==> config.mk <==
export PLATFORM = sky130hd
export DESIGN_NAME = uart_rx_ctrl
export DESIGN_NICKNAME = d
export VERILOG_FILES = /design/src/rtl/uart_rx_ctrl.sv
export SDC_FILE = /design/constraint.sdc
export NUM_CORES = 1
export LEC_CHECK = 0
export CAP_MARGIN = 20
export CORE_AREA = 2 2 94 96
export DETAILED_ROUTE_END_ITERATION = 10
export DIE_AREA = 0 0 96 98
export GPL_TIMING_DRIVEN = 0
export MAX_ROUTING_LAYER = met4
export PLACE_DENSITY = 0.76
export SYNTH_ARGS = -nofsm -noshare
export SYNTH_HDL_FRONTEND = slang
export SYNTH_SLANG_ARGS = --single-unit
==> constraint.sdc <==
create_clock -name clk -period 2.8 [get_ports clk]
set_input_delay 0.42 -clock clk [delete_from_list [all_inputs] [get_ports clk]]
set_output_delay 0.42 -clock clk [all_outputs]
set_load 0.02 [all_outputs]
==> src/rtl/uart_rx_ctrl.sv <==
// UART receive sequencer: start-bit qualification, mid-bit sample pulses, stop check and show-ahead FIFO.
// Optional idle/character timeout is built only when UART_RX_TIMEOUT_EN is defined.
module uart_rx_ctrl #(
  parameter int FIFO_AW = 2,
  parameter int MIN_DIV = 4
) (
  input  logic               clk,
  input  logic               rst_n,
  input  logic               rx_en,
  input  logic [15:0]        baud_div,
  input  logic               rxd,
  input  logic               rx_neg,
  input  logic               rx_flag,
  input  logic [7:0]         rxdata,
  output logic               rx_int,
  output logic               busy,
  input  logic               rd_en,
  output logic [7:0]         rd_data,
  output logic               rd_valid,
  output logic [FIFO_AW:0]   fifo_level,
  output logic               frame_err,
  output logic               overrun,
  input  logic               clr_err,
  output logic               rx_timeout
);

  localparam int unsigned DEPTH = 1 << FIFO_AW;

  typedef enum logic [1:0] {IDLE, START, DATA, STOP} state_t;

  state_t      state, state_n;
  logic [15:0] cnt, cnt_n;
  logic [15:0] div_q, div_n, div_clamp;
  logic [2:0]  bit_q, bit_n;
  logic        stop_set;

  logic        flag_q, stop_bad, rise, pop, push, full, drop;
  logic [FIFO_AW:0] wr_ptr, rd_ptr;
  logic [7:0]  mem [DEPTH];

  assign div_clamp = (baud_div < 16'(MIN_DIV)) ? 16'(MIN_DIV) : baud_div;
  assign busy      = (state != IDLE);

  always_ff @(posedge clk or negedge rst_n) begin
    if (!rst_n) begin
      state <= IDLE;
      cnt   <= '0;
      div_q <= '0;
      bit_q <= '0;
    end else begin
      state <= state_n;
      cnt   <= cnt_n;
      div_q <= div_n;
      bit_q <= bit_n;
    end
  end

  always_comb begin
    state_n  = state;
    cnt_n    = cnt;
    div_n    = div_q;
    bit_n    = bit_q;
    rx_int   = 1'b0;
    stop_set = 1'b0;
    case (state)
      IDLE: begin
        if (rx_en && rx_neg) begin
          state_n = START;
          div_n   = div_clamp;
          cnt_n   = (div_clamp >> 1) - 16'd1;
        end
      end
      START: begin
        if (cnt == '0) begin
          if (rxd) begin
            state_n = IDLE;
          end else begin
            rx_int  = 1'b1;
            state_n = DATA;
            cnt_n   = div_q - 16'd1;
            bit_n   = '0;
          end
        end else begin
          cnt_n = cnt - 16'd1;
        end
      end
      DATA: begin
        if (cnt == '0) begin
          rx_int = 1'b1;
          cnt_n  = div_q - 16'd1;
          if (bit_q == 3'd7) state_n = STOP;
          else               bit_n   = bit_q + 3'd1;
        end else begin
          cnt_n = cnt - 16'd1;
        end
      end
      STOP: begin
        if (cnt == '0) begin
          rx_int   = 1'b1;
          stop_set = ~rxd;
          state_n  = IDLE;
        end else begin
          cnt_n = cnt - 16'd1;
        end
      end
      default: state_n = IDLE;
    endcase
  end

  // A pop in the capture cycle frees the slot, so a full FIFO still accepts the byte.
  assign rise       = rx_flag & ~flag_q;
  assign fifo_level = wr_ptr - rd_ptr;
  assign rd_valid   = (fifo_level != '0);
  assign full       = (fifo_level == (FIFO_AW+1)'(DEPTH));
  assign pop        = rd_en & rd_valid;
  assign push       = rise & ~stop_bad & (~full | pop);
  assign drop       = rise & ~stop_bad & full & ~pop;
  assign rd_data    = mem[rd_ptr[FIFO_AW-1:0]];

  always_ff @(posedge clk or negedge rst_n) begin
    if (!rst_n) begin
      flag_q    <= 1'b0;
      stop_bad  <= 1'b0;
      wr_ptr    <= '0;
      rd_ptr    <= '0;
      frame_err <= 1'b0;
      overrun   <= 1'b0;
      for (int unsigned i = 0; i < DEPTH; i++) mem[i] <= '0;
    end else begin
      flag_q <= rx_flag;
      if (rise)          stop_bad <= 1'b0;
      else if (stop_set) stop_bad <= 1'b1;
      if (push) begin
        mem[wr_ptr[FIFO_AW-1:0]] <= rxdata;
        wr_ptr <= wr_ptr + 1'b1;
      end
      if (pop) rd_ptr <= rd_ptr + 1'b1;
      if (rise && stop_bad) frame_err <= 1'b1;
      else if (clr_err)     frame_err <= 1'b0;
      if (drop)             overrun <= 1'b1;
      else if (clr_err)     overrun <= 1'b0;
    end
  end

`ifdef UART_RX_TIMEOUT_EN
  logic [31:0] idle_cnt, tmo_limit;
  logic        tmo_q;

  assign tmo_limit  = 32'(div_q) * 32'd40;
  assign rx_timeout = tmo_q;

  always_ff @(posedge clk or negedge rst_n) begin
    if (!rst_n) begin
      idle_cnt <= '0;
      tmo_q    <= 1'b0;
    end else if (push || pop) begin
      idle_cnt <= '0;
      tmo_q    <= 1'b0;
    end else if (state != IDLE) begin
      idle_cnt <= '0;
    end else if (rd_valid && !tmo_q) begin
      idle_cnt <= idle_cnt + 32'd1;
      if (idle_cnt + 32'd1 >= tmo_limit) tmo_q <= 1'b1;
    end
  end
`else
  assign rx_timeout = 1'b0;
`endif

endmodule

==> qor.yml, run 1 <==
run_status:
  status: "finished clean"
cts:
  cts_root_buf: "clkbuf_8"
  cts_buffers: 9
  cts_buffer_depth: 2
  cts.sinks: 79
  ctsHtreeMaxLevel: 3
  path_clk_slew_ns: 0.09
  cts_tree: "done"
  insertion_delay_ns: 0.35
synthesis:
  netlist-cell-type-count: 62
  ys.flop_type: "dfrtp_1"
  synth.largest_area_cell: "dfrtp_1"
  ys_warn_count: 0
  synthDominantCellAreaShare_pct: 42.1
  synth_enable_flop_cells: 0
  synth_fp_nets: 495
  synth_seq_area_share_pct: 42.1
  synth_cells: 447
  async_reset_ff_share_pct: 100
  synth_seq_cells: 79
  syn_avg_cell_area_um2: 10.5
  synth_commonest_cells: "dfrtp_1 (79), mux2_2 (48), nand2_1 (41), nor2_1 (25), inv_1 (20)"
  synthTopCellsByArea: "dfrtp_1 (42%), mux2_2 (12%), ha_1 (4.0%), mux4_2 (3.8%), nand2_1 (3.3%)"
  yosysMostFrequentCell: "dfrtp_1"
  netlist_area_um2: 4690
global_route:
  grt_pass1_wl_um: 17900
  grt_max_degree: 58
  grt_usage_pct: 25.3
  grt_overflow_total: 0
  antenna_found_initial: 0
  grt_pass1_vias: 3638
critical_path:
  crit_type: "in -> reg"
  cp.arrival_ns: 3.00
  r2r-end: "cnt[9]"
  crit_start: "baud_div[7]"
  reg2reg_setup_slack_ns: 0.12
  start_kind: "input port"
  required_ns: 3.04
  worstSetupEndpointType: "flip-flop"
  cp_max_fo: 6
  r2r_start: "state[0]"
  reg2reg_depth: 9
layout:
  fin_util_pct: 66.8
  nNetsFinal: 563
  antenna_cells: 0
  finalInstanceArea_um2: 5660
  area_delta_synth_final_pct: 20.5
  multi_input_area_um2: 2680
  seqCellArea_um2: 1980
  fill_cells: 656
  drive_gt1_share_pct: 26.3
route:
  drt_first_pass_iters: 8
  drc: 0
  ant_nets: 0
  num_vias: 3783
  routed_wl_um: 11200
  drt-initial-drc-count: 365
  wire_per_inst_um: 17.8
  drt-vias-per-instance: 6.02
timing:
  clock_skew_ns: 0.0103
  hold_viol: 0
  setup_ws_ns: 0.0370
  worst_pin_slew_ns: 0.577
  drv_slew: 0
  max_slew_margin_pct: 61.5
  setup_tns_ns: 0
  period_share_pct: 98.7
  fin_crit_ns: 2.76
  hold_ws_ns: 0.385
  fmax_mhz: 362
  setup_viol: 0
run:
  max-cap-violations: 0
power:
  leakage_nw: 2.39
  power_density_nw_per_um2: 1190
  peakVddDrop_uv: 452
place:
  dp_slack_ns: -1.07
  gp_congestion: 0.945
  port_buffers: 47
  placed_area_um2: 5330
  dp_hpwl_um: 7920
floorplan:
  start_util_pct: 55.5
  core_area_um2: 8470
  die_w_um: 96
  ios: 49
  die_h_um: 98
  dieArea_um2: 9410
  row_count: 34
worst_hold_path:
  hp-class: "in -> reg"
  hp-start: "baud_div[10]"
  hold_depth: 2
  whs_endpoint: "div_q[10]"
worst max path at each step:
stage / endpoint / slack (ns) / cells past startpoint
final: cnt[14] / 0.04 / 12
after global routing: cnt[8] / -0.03 / 12
after CTS: mem[14] / -0.11 / 9
after detailed placement: cnt[14] / -1.07 / 12
after global placement: mem[15] / -1.55 / 1
after floorplan: cnt[14] / -0.08 / 11
worst max-delay path: stages:
cell and delay (ns):
buf_2 0.15, nor4_4 0.31, nand4_1 0.21, nand2_2 0.12, ha_2 0.18, or4b_1 0.43, buf_4 0.18, or4_4 0.43
nor2_4 0.14, xnor2_2 0.12, a21oi_2 0.09, a22o_1 0.22
state kept, by name, summed over array words and instances, names as in the netlist, named ones only:
| register | count |
|---|---|
| mem | 32 |
| rd_ptr | 3 |
| bit_q | 3 |
| frame_err | 1 |
| state | 1 |
| flag_q | 1 |
| overrun | 1 |
| wr_ptr | 3 |
| div_q | 16 |
| stop_bad | 1 |
| cnt | 16 |
power by group:
part	internal (mW)	total, mW	switching [mW]	leakage (nW)
clock network	0.451	0.906	0.455	0.105
logic	1.74	3.66	1.93	1.33
registers	1.68	2.14	0.462	0.952
logic make-up (layout without fill, tap and decap cells):
| group | count (synthesis) | in the layout | share of synthesized area (%) |
|---|---|---|---|
| xor gates and xnor gates | 33 | 33 | 6.16 |
| other | 1 | 1 | 0.0799 |
| adders and majority gates | 16 | 16 | 4.42 |
| AOI/OAI and AO/OA | 80 | 80 | 11.8 |
| DFF | 79 | 79 | 42.1 |
| muxes | 58 | 58 | 15.8 |
| buffers and inverters | 36 | 109 | 3.33 |
| and+or+nand+nor | 144 | 144 | 16.4 |
per-layer routing:
metal  vias to the layer above  global-route usage, %  share of wire (%)
met1                      1823                   35.2                 44
met3                        28                   3.94                6.3
met4                         0                   8.90                1.8
li1                       1773                      -                  -
met2                       159                   37.9                 47
met5                         -                      -                  0
area by class of cell:
cell class                 instances  area share, %
timing repair buffer              57           8.65
sequential                        79           34.9
inverter                          20           1.33
clock buffer                      10           2.43
buffer                            16           1.50
clock inverter                     6           1.33
tap                              108           2.39
multi-input combinational        332           47.4
per-stage QoR:
step | std cells | power [mW]
3_5_place_dp | 603 | 5.72
6_report | 628 | 6.71
5_1_grt | 628 | 7.16
2_1_floorplan | 447 | 4.57
4_1_cts | 624 | 6.61
3_3_place_gp | 602 | 5.58
layout by cell type (no fill, tap or decap), types with 9 or more instances in the layout:
cell type / n
clkbuf_1: 9
inv_1: 20
xor2_1: 15
clkbuf_2: 13
ha_1: 14
a21oi_1: 10
mux2_2: 48
nand2_1: 36
clkbuf_8: 10
clkdlybuf4s50_1: 29
nor2_1: 24
nand3_1: 14
xnor2_1: 15
o21ai_0: 16
buf_4: 11
nor3_1: 15
dfrtp_1: 79
timing repair:
action | 4_1_cts | 5_1_grt
buffers inserted | 4 | 4
hold buffers | 1 | 0
endpoints found under the hold margin | 22 | 0
endpoints found under the setup margin | 49 | 44
pin swaps | 8 | 7
resized for setup | 33 | 47
gates cloned | 0 | 0
Note: power is estimated with default switching activity, not from simulation.
==> run 2: changes to the inputs <==
CORE_AREA = 2 2 99 92   (was 2 2 94 96)
DIE_AREA = 0 0 101 94   (was 0 0 96 98)
PLACE_DENSITY = 0.85   (was 0.76)
==> run 2 against run 1 <==
Net effect:
- maximum frequency decreased by 0.20%
- critical endpoint is now mem[18]
- final cell count is 0.48% lower
- highest routed layer unchanged
- clock skew up 0.0042 ns
==> qor.yml, run 2 (same netlist as run 1, synthesis figures left out) <==
run_status:
  status: "finished clean"
cts:
  ctsHtreeMaxLevel: 3
  cts_root_buf: "clkbuf_8"
  cts.sinks: 79
  cts_buffer_depth: 2
  insertion_delay_ns: 0.36
  path_clk_slew_ns: 0.09
  cts_buffers: 9
  cts_tree: "done"
timing:
  fin_crit_ns: 2.77
  fmax_mhz: 361
  max_slew_margin_pct: 60.4
  period_share_pct: 98.9
  hold_viol: 0
  setup_viol: 0
  drv_slew: 0
  worst_pin_slew_ns: 0.590
  hold_ws_ns: 0.354
  clock_skew_ns: 0.0145
floorplan:
  core_area_um2: 8410
  ios: 49
  start_util_pct: 55.8
  die_w_um: 101
  dieArea_um2: 9490
  die_h_um: 94
  row_count: 32
critical_path:
  reg2reg_setup_slack_ns: 0.03
  cp_max_fo: 8
  required_ns: 3.04
  r2r_start: "wr_ptr[0]"
  crit_start: "wr_ptr[0]"
  reg2reg_depth: 9
  cp-endpoint: "mem[18]"
  r2r-end: "mem[18]"
  worstSetupEndpointType: "flip-flop"
  crit_type: "reg -> reg"
  cp.arrival_ns: 3.01
  start_kind: "flip-flop"
layout:
  nNetsFinal: 566
  drive_gt1_share_pct: 27.3
  final_common_cell: "dfrtp_1"
  area_delta_synth_final_pct: 21.1
  largestRegisters: "mem (32), cnt (16), div_q (16)"
  antenna_cells: 0
  largest-register: "mem"
  fin_util_pct: 67.6
  fill_cells: 640
  layout_common_cells: "dfrtp_1 (79), mux2_2 (48), nand2_1 (37)"
  largest_register_ffs: 32
power:
  power_density_nw_per_um2: 1210
  leakage_nw: 2.37
  total_power_mw: 6.86
  peakVddDrop_uv: 589
worst_hold_path:
  hp-start: "baud_div[11]"
  hp-class: "in -> reg"
  hold_depth: 2
place:
  port_buffers: 47
  dp_hpwl_um: 8190
  gp_congestion: 0.946
route:
  drc: 0
  num_vias: 3866
  wire_per_inst_um: 18.9
  ant_nets: 0
  routed_wl_um: 11800
  drt-initial-drc-count: 411
  drt_first_pass_iters: 5
  drt-vias-per-instance: 6.19
global_route:
  antenna_found_initial: 0
  grt_max_degree: 54
  grt_pass1_wl_um: 18800
  grt_overflow_total: 0
  grt_pass1_vias: 3799
  grt_usage_pct: 26.4
run:
  max-cap-violations: 0
## run 2: what timing repair did
action / 4_1_cts / 5_1_grt
setup endpoints to repair: 49 / 32
resized for setup: 46 / 44
hold buffers: 1 / 0
hold endpoints to repair: 26 / 0
pin swaps: 10 / 7
buffers inserted: 9 / 3
## run 2: critical path, cell delays in order, from the launching register on
cell,delay (ns)
dfrtp_1,0.42
inv_2,0.09
ha_1,0.23
fa_2,0.54
inv_1,0.07
nor4_2,0.42
nor3b_2,0.09
buf_4,0.17
nand2_2,0.23
mux2_2,0.38
## run 2: per-layer routing
layer / share of wire [%] / wire [µm] / global-route usage, % / up-vias
li1: - / - / - / 1796
met1: 42 / 5010 / 34.4 / 1872
met2: 49 / 5800 / 41.7 / 166
met3: 6.0 / 707 / 4.91 / 32
met4: 2.5 / 296 / 9.80 / 0
met5: 0 / 0 / - / -
## run 2: worst min path at each step
stage / to / slack, ns
finish: div_q[11] / 0.35
global route: div_q[11] / 0.36
CTS: div_q[9] / 0.47
detailed placement: bit_q[2] / 0.38
global placement: overrun / 0.48
floorplan: async pin / 0.12
## run 2: where the power goes
part	leakage, nW	switching [mW]	total (mW)	internal [mW]
Clock	0.102	0.451	0.954	0.503
Combinational	1.32	1.97	3.75	1.79
Sequential	0.952	0.468	2.15	1.68
## run 2: through the flow
step / setup slack [ns] / cell area, µm² / TNS [ns] / instances
floorplan: -0.0784 / 4700 / -0.123 / 447
global placement: -1.50 / 5300 / -122.00 / 596
detailed placement: -1.01 / 5330 / -7.05 / 597
CTS: -0.0278 / 5670 / -0.0279 / 623
global route: -0.0517 / 5680 / -0.433 / 625
finish: 0.0316 / 5680 / 0 / 625
## run 2: final cells by class
| cell class | instances | area [µm²] | share of cell area, % |
|---|---|---|---|
| buffer | 15 | 77.6 | 1.36 |
| inverter | 20 | 75.1 | 1.32 |
| timing repair buffer | 61 | 519 | 9.13 |
| clock buffer | 9 | 124 | 2.18 |
| sequential | 79 | 1980 | 34.8 |
| clock inverter | 7 | 96.3 | 1.69 |
| tap | 102 | 128 | 2.25 |
| multi-input combinational | 332 | 2690 | 47.3 |
